--- config.mk ---
export PLATFORM = sky130hd
export DESIGN_NAME = led_pattern_seq_flat
export DESIGN_NICKNAME = d
export VERILOG_FILES = /design/src/rtl/led_seq_pkg.sv /design/src/rtl/led_pattern_seq_if.sv /design/src/rtl/led_seq_chan.sv /design/src/rtl/led_pattern_seq.sv /design/src/flat_wrapper.sv
export SDC_FILE = /design/constraint.sdc
export NUM_CORES = 1
export LEC_CHECK = 0
export BUFFER_PORTS_ARGS = -buffer_cell sky130_fd_sc_hd__buf_2
export CAP_MARGIN = 20
export CORE_ASPECT_RATIO = 1.4
export CORE_MARGIN = 1.5
export CORE_UTILIZATION = 35
export DETAILED_ROUTE_END_ITERATION = 8
export GPL_TIMING_DRIVEN = 0
export PLACE_DENSITY_LB_ADDON = 0.12
export SYNTH_ARGS = -nofsm -noshare
export SYNTH_HDL_FRONTEND = slang
export SYNTH_SLANG_ARGS = --single-unit
--- constraint.sdc ---
create_clock -name CLK -period 3.75 [get_ports CLK]
set_input_delay 0 -clock CLK [delete_from_list [all_inputs] [get_ports CLK]]
set_output_delay 0 -clock CLK [all_outputs]
set_load 0.02 [all_outputs]
--- src/rtl/led_seq_pkg.sv ---
// led_seq_pkg: shared definitions for the LED pattern sequencer.
//   state_e   - per-channel FSM state encoding (IDLE, RUN, DONE)
//   ch_w()    - width of a channel index for a given channel count (min 1)
//   PWM_W     - width of the shared PWM phase counter (LED_PWM_EN builds)
package led_seq_pkg;

  typedef enum logic [1:0] {
    ST_IDLE = 2'd0,
    ST_RUN  = 2'd1,
    ST_DONE = 2'd2
  } state_e;

  localparam int PWM_W = 4;

  function automatic int ch_w(input int n);
    return (n > 1) ? $clog2(n) : 1;
  endfunction

endpackage

--- src/rtl/led_pattern_seq_if.sv ---
// led_pattern_seq_if: configuration request bundle for led_pattern_seq.
//   cfg_valid/cfg_ready - handshake, transfer when both high
//   cfg_chan            - target channel index
//   cfg_pattern         - new pattern, bit 0 emitted first
//   cfg_div             - new step divider (step period = div+1 cycles)
//   cfg_oneshot         - 1 = stop after one pass, 0 = loop
//   cfg_duty            - PWM duty 0..16 (only when LED_PWM_EN is defined)
// Modports: master drives the request, slave (the sequencer) returns ready.
interface led_pattern_seq_if #(
  parameter int CHANNELS = 1,
  parameter int PAT_LEN  = 16,
  parameter int DIV_W    = 24
);
  localparam int CH_W = led_seq_pkg::ch_w(CHANNELS);

  logic               cfg_valid;
  logic               cfg_ready;
  logic [CH_W-1:0]    cfg_chan;
  logic [PAT_LEN-1:0] cfg_pattern;
  logic [DIV_W-1:0]   cfg_div;
  logic               cfg_oneshot;
`ifdef LED_PWM_EN
  logic [led_seq_pkg::PWM_W:0] cfg_duty;
`endif

  modport master (
    output cfg_valid, cfg_chan, cfg_pattern, cfg_div, cfg_oneshot,
`ifdef LED_PWM_EN
    output cfg_duty,
`endif
    input  cfg_ready
  );

  modport slave (
    input  cfg_valid, cfg_chan, cfg_pattern, cfg_div, cfg_oneshot,
`ifdef LED_PWM_EN
    input  cfg_duty,
`endif
    output cfg_ready
  );

endinterface

--- src/rtl/led_seq_chan.sv ---
// led_seq_chan: one LED channel - FSM, step prescaler, pattern index,
// active and shadow configuration registers and the registered LED drive.
// Ports:
//   CLK, RST          - clock, asynchronous active-high reset
//   wr_en             - configuration accepted for this channel this cycle
//   wr_pattern/div/oneshot (+ wr_duty, pwm_cnt with LED_PWM_EN)
//   start, stop       - control pulses, stop dominates
//   led, busy, done   - LED drive, RUN indicator, one-shot completion pulse
//   pending           - shadow holds a config not yet applied
// Optional feature macro: LED_PWM_EN (duty register and PWM gating).
module led_seq_chan
  import led_seq_pkg::*;
#(
  parameter int                 PAT_LEN       = 16,
  parameter int                 DIV_W         = 24,
  parameter logic [DIV_W-1:0]   DEF_DIV       = DIV_W'(2097151),
  parameter logic [PAT_LEN-1:0] RESET_PATTERN = PAT_LEN'(16'h00FF),
  parameter bit                 AUTOSTART     = 1'b1
) (
  input  logic               CLK,
  input  logic               RST,
  input  logic               wr_en,
  input  logic [PAT_LEN-1:0] wr_pattern,
  input  logic [DIV_W-1:0]   wr_div,
  input  logic               wr_oneshot,
`ifdef LED_PWM_EN
  input  logic [PWM_W:0]     wr_duty,
  input  logic [PWM_W-1:0]   pwm_cnt,
`endif
  input  logic               start,
  input  logic               stop,
  output logic               led,
  output logic               busy,
  output logic               done,
  output logic               pending
);

  localparam int               IDX_W   = $clog2(PAT_LEN);
  localparam logic [IDX_W-1:0] LAST    = IDX_W'(PAT_LEN - 1);
  localparam logic [1:0]       S_IDLE  = ST_IDLE;
  localparam logic [1:0]       S_RUN   = ST_RUN;
  localparam logic [1:0]       S_DONE  = ST_DONE;
  localparam logic [1:0]       S_RESET = AUTOSTART ? S_RUN : S_IDLE;

  typedef struct packed {
    logic [PAT_LEN-1:0] pattern;
    logic [DIV_W-1:0]   div;
    logic               oneshot;
`ifdef LED_PWM_EN
    logic [PWM_W:0]     duty;
`endif
  } cfg_t;

  cfg_t             wr_c;
  cfg_t             act_q, act_d, sh_q, sh_d;
  logic [1:0]       state_q, state_d;
  logic [DIV_W-1:0] presc_q, presc_d;
  logic [IDX_W-1:0] idx_q, idx_d;
  logic             pend_q, pend_d;
  logic             led_q, led_d;
  logic             done_q, done_d;
  logic             tick, oneshot_eff, gate;

  assign wr_c.pattern = wr_pattern;
  assign wr_c.div     = wr_div;
  assign wr_c.oneshot = wr_oneshot;
`ifdef LED_PWM_EN
  assign wr_c.duty    = wr_duty;
  assign gate         = ({1'b0, pwm_cnt} < act_q.duty);
`else
  assign gate         = 1'b1;
`endif

  assign tick = (state_q == S_RUN) && (presc_q == act_q.div);

  always_comb begin
    state_d     = state_q;
    presc_d     = presc_q;
    idx_d       = idx_q;
    act_d       = act_q;
    sh_d        = sh_q;
    pend_d      = pend_q;
    done_d      = 1'b0;
    oneshot_eff = act_q.oneshot;

    // A running channel must not change mid-pattern, so writes go to the shadow.
    if (wr_en) begin
      if (state_q == S_RUN) begin
        sh_d   = wr_c;
        pend_d = 1'b1;
      end else begin
        act_d = wr_c;
      end
    end

    if (stop) begin
      state_d = S_IDLE;
    end else if (start) begin
      state_d = S_RUN;
      idx_d   = '0;
      presc_d = '0;
      // A config arriving with the start is the newest; otherwise drain the shadow.
      if (wr_en) begin
        act_d  = wr_c;
        pend_d = 1'b0;
      end else if (pend_q) begin
        act_d  = sh_q;
        pend_d = 1'b0;
      end
    end else if (state_q == S_RUN) begin
      if (tick) begin
        presc_d = '0;
        if (idx_q == LAST) begin
          idx_d = '0;
          // ready is low while pending, so wr_en cannot collide with this copy.
          if (pend_q) begin
            act_d       = sh_q;
            pend_d      = 1'b0;
            oneshot_eff = sh_q.oneshot;
          end
          if (oneshot_eff) begin
            state_d = S_DONE;
            done_d  = 1'b1;
          end
        end else begin
          idx_d = idx_q + IDX_W'(1);
        end
      end else begin
        presc_d = presc_q + DIV_W'(1);
      end
    end

    led_d = (state_q == S_RUN) && act_q.pattern[idx_q] && gate;
  end

  always_ff @(posedge CLK or posedge RST) begin
    if (RST) begin
      state_q         <= S_RESET;
      presc_q         <= '0;
      idx_q           <= '0;
      pend_q          <= 1'b0;
      led_q           <= 1'b0;
      done_q          <= 1'b0;
      act_q.pattern   <= RESET_PATTERN;
      act_q.div       <= DEF_DIV;
      act_q.oneshot   <= 1'b0;
`ifdef LED_PWM_EN
      act_q.duty      <= (PWM_W+1)'(16);
`endif
      sh_q            <= '0;
    end else begin
      state_q <= state_d;
      presc_q <= presc_d;
      idx_q   <= idx_d;
      pend_q  <= pend_d;
      led_q   <= led_d;
      done_q  <= done_d;
      act_q   <= act_d;
      sh_q    <= sh_d;
    end
  end

  assign led     = led_q;
  assign done    = done_q;
  assign busy    = (state_q == S_RUN);
  assign pending = pend_q;

endmodule

--- src/rtl/led_pattern_seq.sv ---
// led_pattern_seq: CHANNELS independent LED pattern sequencers with a shared
// configuration port, per-channel start/stop and glitch-free pattern updates.
// Ports:
//   CLK, RST  - clock, asynchronous active-high reset
//   cfg       - led_pattern_seq_if.slave configuration request
//   start     - per-channel start/restart pulse
//   stop      - per-channel stop pulse (wins over start)
//   led       - registered LED drive
//   busy      - channel in RUN
//   done      - one-cycle pulse at one-shot completion
// Optional feature macro: LED_PWM_EN (cfg_duty input, shared PWM counter).
module led_pattern_seq
  import led_seq_pkg::*;
#(
  parameter int                 CHANNELS      = 1,
  parameter int                 PAT_LEN       = 16,
  parameter int                 DIV_W         = 24,
  parameter logic [DIV_W-1:0]   DEF_DIV       = DIV_W'(2097151),
  parameter logic [PAT_LEN-1:0] RESET_PATTERN = PAT_LEN'(16'h00FF),
  parameter bit                 AUTOSTART     = 1'b1
) (
  input  logic                CLK,
  input  logic                RST,
  led_pattern_seq_if.slave    cfg,
  input  logic [CHANNELS-1:0] start,
  input  logic [CHANNELS-1:0] stop,
  output logic [CHANNELS-1:0] led,
  output logic [CHANNELS-1:0] busy,
  output logic [CHANNELS-1:0] done
);

  localparam int CH_W = ch_w(CHANNELS);

  logic [CHANNELS-1:0] pend;
  logic [CHANNELS-1:0] wr_en;
  logic                ready;

  // Out-of-range channel numbers match no channel: accepted and dropped.
  always_comb begin
    ready = 1'b1;
    for (int c = 0; c < CHANNELS; c++) begin
      if ((cfg.cfg_chan == CH_W'(c)) && busy[c] && pend[c]) ready = 1'b0;
    end
    wr_en = '0;
    for (int c = 0; c < CHANNELS; c++) begin
      wr_en[c] = cfg.cfg_valid && ready && (cfg.cfg_chan == CH_W'(c));
    end
  end

  assign cfg.cfg_ready = ready;

`ifdef LED_PWM_EN
  logic [PWM_W-1:0] pwm_cnt_q, pwm_cnt_d;

  assign pwm_cnt_d = pwm_cnt_q + PWM_W'(1);

  always_ff @(posedge CLK or posedge RST) begin
    if (RST) pwm_cnt_q <= '0;
    else     pwm_cnt_q <= pwm_cnt_d;
  end
`endif

  for (genvar c = 0; c < CHANNELS; c++) begin : g_chan
    led_seq_chan #(
      .PAT_LEN       (PAT_LEN),
      .DIV_W         (DIV_W),
      .DEF_DIV       (DEF_DIV),
      .RESET_PATTERN (RESET_PATTERN),
      .AUTOSTART     (AUTOSTART)
    ) u_chan (
      .CLK        (CLK),
      .RST        (RST),
      .wr_en      (wr_en[c]),
      .wr_pattern (cfg.cfg_pattern),
      .wr_div     (cfg.cfg_div),
      .wr_oneshot (cfg.cfg_oneshot),
`ifdef LED_PWM_EN
      .wr_duty    (cfg.cfg_duty),
      .pwm_cnt    (pwm_cnt_q),
`endif
      .start      (start[c]),
      .stop       (stop[c]),
      .led        (led[c]),
      .busy       (busy[c]),
      .done       (done[c]),
      .pending    (pend[c])
    );
  end

endmodule

--- src/flat_wrapper.sv ---
// flat-port wrapper written by rule: the top's interface ports become plain ports
module led_pattern_seq_flat import led_seq_pkg::*;
#(
  parameter int                 CHANNELS      = 1,
  parameter int                 PAT_LEN       = 16,
  parameter int                 DIV_W         = 24,
  parameter logic [DIV_W-1:0]   DEF_DIV       = DIV_W'(2097151),
  parameter logic [PAT_LEN-1:0] RESET_PATTERN = PAT_LEN'(16'h00FF),
  parameter bit                 AUTOSTART     = 1'b1
)
  (CLK, RST, start, stop, led, busy, done, cfg_cfg_valid, cfg_cfg_chan, cfg_cfg_pattern, cfg_cfg_div, cfg_cfg_oneshot, cfg_cfg_ready);
  led_pattern_seq_if #(.CHANNELS(CHANNELS), .PAT_LEN(PAT_LEN), .DIV_W(DIV_W)) cfg_i ();
  input  logic CLK;
  input  logic RST;
  input  logic [CHANNELS-1:0] start;
  input  logic [CHANNELS-1:0] stop;
  output logic [CHANNELS-1:0] led;
  output logic [CHANNELS-1:0] busy;
  output logic [CHANNELS-1:0] done;
  input wire logic [$bits(cfg_i.cfg_valid)-1:0] cfg_cfg_valid;
  input wire logic [$bits(cfg_i.cfg_chan)-1:0] cfg_cfg_chan;
  input wire logic [$bits(cfg_i.cfg_pattern)-1:0] cfg_cfg_pattern;
  input wire logic [$bits(cfg_i.cfg_div)-1:0] cfg_cfg_div;
  input wire logic [$bits(cfg_i.cfg_oneshot)-1:0] cfg_cfg_oneshot;
  output wire logic [$bits(cfg_i.cfg_ready)-1:0] cfg_cfg_ready;
  assign cfg_i.cfg_valid = cfg_cfg_valid;
  assign cfg_i.cfg_chan = cfg_cfg_chan;
  assign cfg_i.cfg_pattern = cfg_cfg_pattern;
  assign cfg_i.cfg_div = cfg_cfg_div;
  assign cfg_i.cfg_oneshot = cfg_cfg_oneshot;
  assign cfg_cfg_ready = cfg_i.cfg_ready;
  led_pattern_seq #(.CHANNELS(CHANNELS), .PAT_LEN(PAT_LEN), .DIV_W(DIV_W), .DEF_DIV(DEF_DIV), .RESET_PATTERN(RESET_PATTERN), .AUTOSTART(AUTOSTART)) u_core (.CLK(CLK), .RST(RST), .cfg(cfg_i), .start(start), .stop(stop), .led(led), .busy(busy), .done(done));
endmodule
==> impl_metrics.py, run 1 <==
metrics = {
    "sta": {
        "worst_slew_pin_slew_ps": 1030,
        "timing.fmax_ghz": 0.359,
        "rsz0062_at_grt": "no",
        "setup_viol": 0,
        "fin_skew_ps": 10.4,
        "period_needed_ps": 2780,
        "finalCritPeriodShare": 0.742,
        "slew_headroom": 0.304,
        "whs_ps": 62.4,
        "final_max_slew_viol_count": 0,
        "hold_viol_final": 0,
    },
    "place": {
        "dpl_cell_area_um2": 7070,
        "hpwl_um": 14000,
        "gp_congestion": 0.855,
        "dp_cells": 958,
        "io_buffers": 49,
    },
    "worst_setup_path": {
        "crit_arrival_ps": 3080,
        "required_ps": 4040,
        "startpoint_type": "register",
        "worst_r2r_path_depth": 7,
        "r2r_end": "u_core.g_chan[0].u_chan.presc_q[9]",
        "timing.rr.start": "u_core.g_chan[0].u_chan.act_q[16]",
        "r2r_slack_ps": 970,
        "path_max_fanout": 10,
        "end_kind": "register",
        "crit_type": "reg -> reg",
    },
    "logic_synthesis": {
        "synth_compound_area_frac": 0.205,
        "synthMuxAreaShare": 0.110,
        "synth_seq_area_share": 0.449,
        "synthSimpleGateAreaFrac": 0.107,
        "synthAdderAreaFrac": 0.00386,
        "synth_top_area_frac": 0.328,
        "synth_top_family_by_area": "compound AO/OA/AOI/OAI gates",
        "synth_edf_count": 0,
        "synth_cells": 668,
        "ys_types": 50,
        "synthXorXnorAreaFrac": 0.0617,
        "synthTopCellsByArea": "dfrtp_1, dfstp_2, mux2i_1, o21ai_0, xnor2_1",
        "synth_top_flop_cell": "dfrtp_1",
        "synth.ff_latch_count": 115,
        "synth_async_sr_flop_share": 1.00,
        "avgSynthCellArea_um2": 9.72,
        "synth_top_area_cell": "dfrtp_1",
        "ys_warn_count": 0,
        "netlist_area_um2": 6490,
        "syn_nets": 717,
    },
    "power": {
        "p_leak_nw": 3.26,
        "p_total_mw": 3.97,
        "ir_drop_v": 0.000241,
        "power_density_nw_per_um2": 495,
    },
    "clock_network": {
        "root_buffer": "clkbuf_16",
        "clk_pin_slew_worst_paths_ps": 50,
        "cts_tree": "built",
        "cts_max_level": 4,
        "clk_latency_ps": 420,
        "cts_made_buffers": 17,
        "cts_max_path_buffers": 2,
        "cts_resized": 0,
        "cts_sinks": 115,
    },
    "finish": {
        "final_cell_count_no_fill": 1032,
        "drive_gt1_frac": 0.194,
        "final_nets": 828,
        "final_cell_mix": "dfrtp_1, o21ai_0, buf_2",
        "n_antenna_cell": 0,
        "fillers": 1775,
        "syn_to_final_growth_pct": 23.5,
        "finalInstanceArea_um2": 8020,
        "final_common_cell": "dfrtp_1",
    },
    "floorplan": {
        "die_h_um": 164,
        "die_area_um2": 19400,
        "die_w_um": 118,
        "ios": 51,
        "rows": 58,
        "core_area_um2": 18100,
        "start_util": 0.359,
    },
    "drt": {
        "drc": 0,
        "viasPerCell": 5.45,
        "ant_nets": 0,
        "initialDrtViolationCount": 388,
        "routedWlPerCell_um": 19.3,
        "routed_wl_um": 20000,
        "drt_pass1_iterations": 5,
        "vias": 5625,
    },
    "global_route": {
        "antenna_found_initial": 0,
        "grt_max_degree": 65,
        "grt_pass1_wl_um": 31700,
        "overflow": 0,
        "grt_pass1_vias": 5609,
        "grt_usage": 0.215,
    },
    "outcome": {
        "status": "complete, no violations",
    },
    "min_path": {
        "whs_path_depth": 3,
        "hp-class": "in -> reg",
        "min-delay-start": "start",
        "hold_end": "u_core.g_chan[0].u_chan.presc_q[2]",
    },
    "flow_run": {
        "drv_cap": 0,
    },
}
[repair_timing]
action | CTS | global route
setup buffers | 0 | 0
hold buffers | 42 | 0
endpoints found under the hold margin | 133 | 0
[metrics by stage]
step | utilization | setup slack, ps | setup TNS (ps)
floorplan | - | 756 | 0
global placement | 0.389 | -940 | -78910
finish | 0.444 | 966 | 0
detailed placement | 0.391 | 1020 | 0
CTS | 0.444 | 988 | 0
global route | 0.444 | 777 | 0
[Yosys cell counts, drive strengths merged (5+ instances only)]
library cell,instances
a21oi,28
a22oi,16
a311oi,22
and3,8
buf,13
clkbuf,36
dfrtp,85
dfstp,30
inv,54
mux2,18
mux2i,40
mux4,5
nand2,43
nand3,20
nand4,11
nor2,47
o21ai,70
o22a,16
o2bb2ai,23
xnor2,29
xor2,15
[worst max path at each step]
stage                                       startpoint                                 end  depth (start not counted)
floorplan                                          RST    u_core.g_chan[0].u_chan.act_q[0]                          1
global placement                                   RST    u_core.g_chan[0].u_chan.sh_q[30]                          2
CTS                  u_core.g_chan[0].u_chan.act_q[16]  u_core.g_chan[0].u_chan.presc_q[9]                          7
detailed placement  u_core.g_chan[0].u_chan.state_q[1]     u_core.g_chan[0].u_chan.sh_q[2]                          8
finish               u_core.g_chan[0].u_chan.act_q[16]  u_core.g_chan[0].u_chan.presc_q[9]                          7
global route         u_core.g_chan[0].u_chan.act_q[16]  u_core.g_chan[0].u_chan.presc_q[9]                          7
[flip-flops by register name, indices dropped and copies added, names as in the netlist]
signal and cells:
u_core.g_chan.u_chan.led 1, u_core.g_chan.u_chan.sh_q 41, u_core.g_chan.u_chan.pending 1, u_core.g_chan.u_chan.state_q 2, u_core.g_chan.u_chan.act_q 41, u_core.g_chan.u_chan.idx_q 4
u_core.g_chan.u_chan.presc_q 24, u_core.g_chan.u_chan.done 1
[final cells by class]
class,count,area [µm²],area share
inverters,54,208,0.0259
flip-flops and latches,115,2920,0.364
repair buffers,92,693,0.0865
clock buffers,26,499,0.0623
multi-input cells,450,3160,0.394
well taps,240,300,0.0375
clock inverters,6,30.0,0.00375
plain buffers,49,210,0.0262
[critical path, cell delays in order, from the launching register on]
cell and delay [ps]:
dfstp_2 600, xnor2_1 150, nand4_1 160, nor3_1 660
a21oi_1 310, nor2_1 400, buf_2 300, nor2_1 80
[where the power goes]
group / total, mW / internal, mW / switching [mW] / leakage (nW)
Combinational: 0.751 / 0.357 / 0.394 / 1.59
Sequential: 1.74 / 1.55 / 0.196 / 1.39
Clock: 1.47 / 0.906 / 0.566 / 0.268
Total: 3.97 / 2.81 / 1.16 / 3.26
[per-layer routing]
metal  GRT usage  share of wire
met5           0              0
met4      0.0881          0.022
met3      0.0337          0.033
met2       0.377           0.53
met1       0.263           0.42
[logic make-up (layout without fill, tap and decap cells)]
logic type,count (synthesis),count (layout)
simple gates,146,146
mux,63,63
compound gates,195,195
flops,115,115
fa+ha+maj,2,2
xor+xnor,44,44
buf+inv,103,227
Note: power is estimated with default switching activity, not from simulation.
==> inputs of run 2 (changes only) <==
clock period = 2.4 ns   (was 3.75 ns; I/O delays follow)
==> run 2 against run 1 <==
Net effect:
- non-clock buffer count up 11
- cell count is 1.1% higher
- count of clock-buffer cells in the layout stayed put
- power increased by 62%
- register-to-register slack worse by 900 ps
- worst hold slack got worse by 28 ps
- first-iteration DRC count up 3.1%
- flip-flop and latch count did not move
- sequential power increased by 57%
- combinational power increased by 65%
- critical path type unchanged
- largest cell class unchanged
==> impl_metrics.py, run 2 (synthesis gave the netlist of run 1 again) <==
metrics = {
    "outcome": {
        "status": "complete, no violations",
    },
    "drt": {
        "drt_pass1_iterations": 5,
        "vias": 5707,
        "viasPerCell": 5.47,
        "ant_nets": 0,
        "routedWlPerCell_um": 19.6,
        "routed_wl_um": 20400,
        "initialDrtViolationCount": 400,
        "drc": 0,
    },
    "power": {
        "power_density_nw_per_um2": 771,
        "p_leak_nw": 3.41,
        "p_total_mw": 6.41,
        "ir_drop_v": 0.000368,
    },
    "global_route": {
        "antenna_found_initial": 0,
        "grt_pass1_wl_um": 32200,
        "overflow": 0,
        "grt_usage": 0.218,
        "grt_max_degree": 37,
        "grt_pass1_vias": 5774,
    },
    "finish": {
        "fillers": 1757,
        "reg_top3": "u_core.g_chan.u_chan.act_q x41, u_core.g_chan.u_chan.sh_q x41, u_core.g_chan.u_chan.presc_q x24",
        "final_cell_count_no_fill": 1043,
        "syn_to_final_growth_pct": 28.1,
        "final_common_cell": "dfrtp_1",
        "n_antenna_cell": 0,
        "final_nets": 839,
        "drive_gt1_frac": 0.240,
        "final_cell_mix": "dfrtp_1, o21ai_0, buf_2",
    },
    "floorplan": {
        "rows": 58,
        "die_h_um": 164,
        "core_area_um2": 18100,
        "die_w_um": 118,
        "die_area_um2": 19400,
        "start_util": 0.359,
        "ios": 51,
    },
    "clock_network": {
        "clk_pin_slew_worst_paths_ps": 50,
        "root_buffer": "clkbuf_16",
        "cts_tree": "built",
        "cts_made_buffers": 17,
        "cts_max_level": 4,
        "clk_latency_ps": 420,
        "cts_sinks": 115,
        "cts_max_path_buffers": 2,
    },
    "sta": {
        "worst_slack_ps": 61.4,
        "worst_slew_pin_slew_ps": 756,
        "slew_headroom": 0.496,
        "period_needed_ps": 2340,
        "final_max_slew_viol_count": 0,
        "fin_setup_tns_ps": 0,
        "rsz0062_at_grt": "yes",
        "timing.fmax_ghz": 0.428,
        "setup_viol": 0,
        "fin_skew_ps": 9.48,
        "finalCritPeriodShare": 0.974,
        "hold_viol_final": 0,
    },
    "min_path": {
        "hp-class": "in -> reg",
    },
    "worst_setup_path": {
        "required_ps": 2750,
        "path_max_fanout": 7,
        "startpoint_type": "register",
        "crit_arrival_ps": 2690,
        "end_kind": "register",
        "crit_type": "reg -> reg",
    },
    "flow_run": {
        "drv_cap": 0,
    },
    "place": {
        "dp_slack_ps": -418,
        "hpwl_um": 14300,
        "gp_congestion": 0.851,
        "dp_cells": 960,
        "io_buffers": 49,
    },
}
==> run 2: timing repair <==
action	CTS	global route
endpoints found under the hold margin	104	0
hold buffers	42	0
resized for setup	14	36
pin swaps	4	8
endpoints found under the setup margin	100	93
buffers inserted	5	4
==> run 2: stage by stage <==
| stage | utilization | area [µm²] | hold WS (ps) |
|---|---|---|---|
| 2_1_floorplan | - | 6490 | 117 |
| 3_3_place_gp | 0.390 | 7040 | 239 |
| 3_5_place_dp | 0.393 | 7100 | 102 |
| 4_1_cts | 0.452 | 8170 | 58.6 |
| 5_1_grt | 0.460 | 8310 | 50.2 |
| 6_report | 0.460 | 8310 | 34.8 |
==> run 2: path summary, 6_finish.rpt <==
path / endpoint / cells past startpoint / slack (ps) / start
setup / recovery: u_core.g_chan[0].u_chan.presc_q[20] / 7 / 60 / u_core.g_chan[0].u_chan.state_q[0]
hold / removal: u_core.g_chan[0].u_chan.presc_q[20] / 4 / 30 / start
setup reg to reg: u_core.g_chan[0].u_chan.presc_q[20] / 7 / 60 / u_core.g_chan[0].u_chan.state_q[0]
hold reg to reg: u_core.g_chan[0].u_chan.state_q[0] / 2 / 490 / u_core.g_chan[0].u_chan.state_q[0]
max in group asynchronous: u_core.g_chan[0].u_chan.act_q[32] / 5 / 1340 / RST
min in group asynchronous: u_core.g_chan[0].u_chan.presc_q[16] / 3 / 180 / RST
==> run 2: final cells by class <==
class | count | area, µm² | area share
clock inverter | 6 | 55.1 | 0.00662
clock buffer | 26 | 509 | 0.0613
timing repair buffer | 103 | 793 | 0.0954
buffer | 49 | 244 | 0.0293
tap | 240 | 300 | 0.0361
inverter | 54 | 206 | 0.0248
sequential | 115 | 2920 | 0.351
multi-input combinational | 450 | 3290 | 0.395
==> run 2: per-layer routing <==
| metal | routed length, µm | part of all wire | GRT usage | up-vias |
|---|---|---|---|---|
| li1 | - | - | - | 2639 |
| met1 | 8380 | 0.41 | 0.257 | 2852 |
| met2 | 10600 | 0.52 | 0.383 | 172 |
| met3 | 727 | 0.036 | 0.0372 | 44 |
| met4 | 733 | 0.036 | 0.109 | 0 |
| met5 | 0 | 0 | 0 | - |
==> run 2: worst max-delay path, cell delays in order (launching register included) <==
cell and delay [ps]:
dfstp_2 540, nand2b_2 120, a2111oi_2 620, and3_1 240, buf_2 180, nand2_1 80
or3_1 350, a21oi_1 140
==> run 2: where the power goes <==
group | internal [mW] | switching (mW)
registers | 2.41 | 0.312
clock network | 1.55 | 0.893
logic | 0.593 | 0.647
total | 4.56 | 1.85
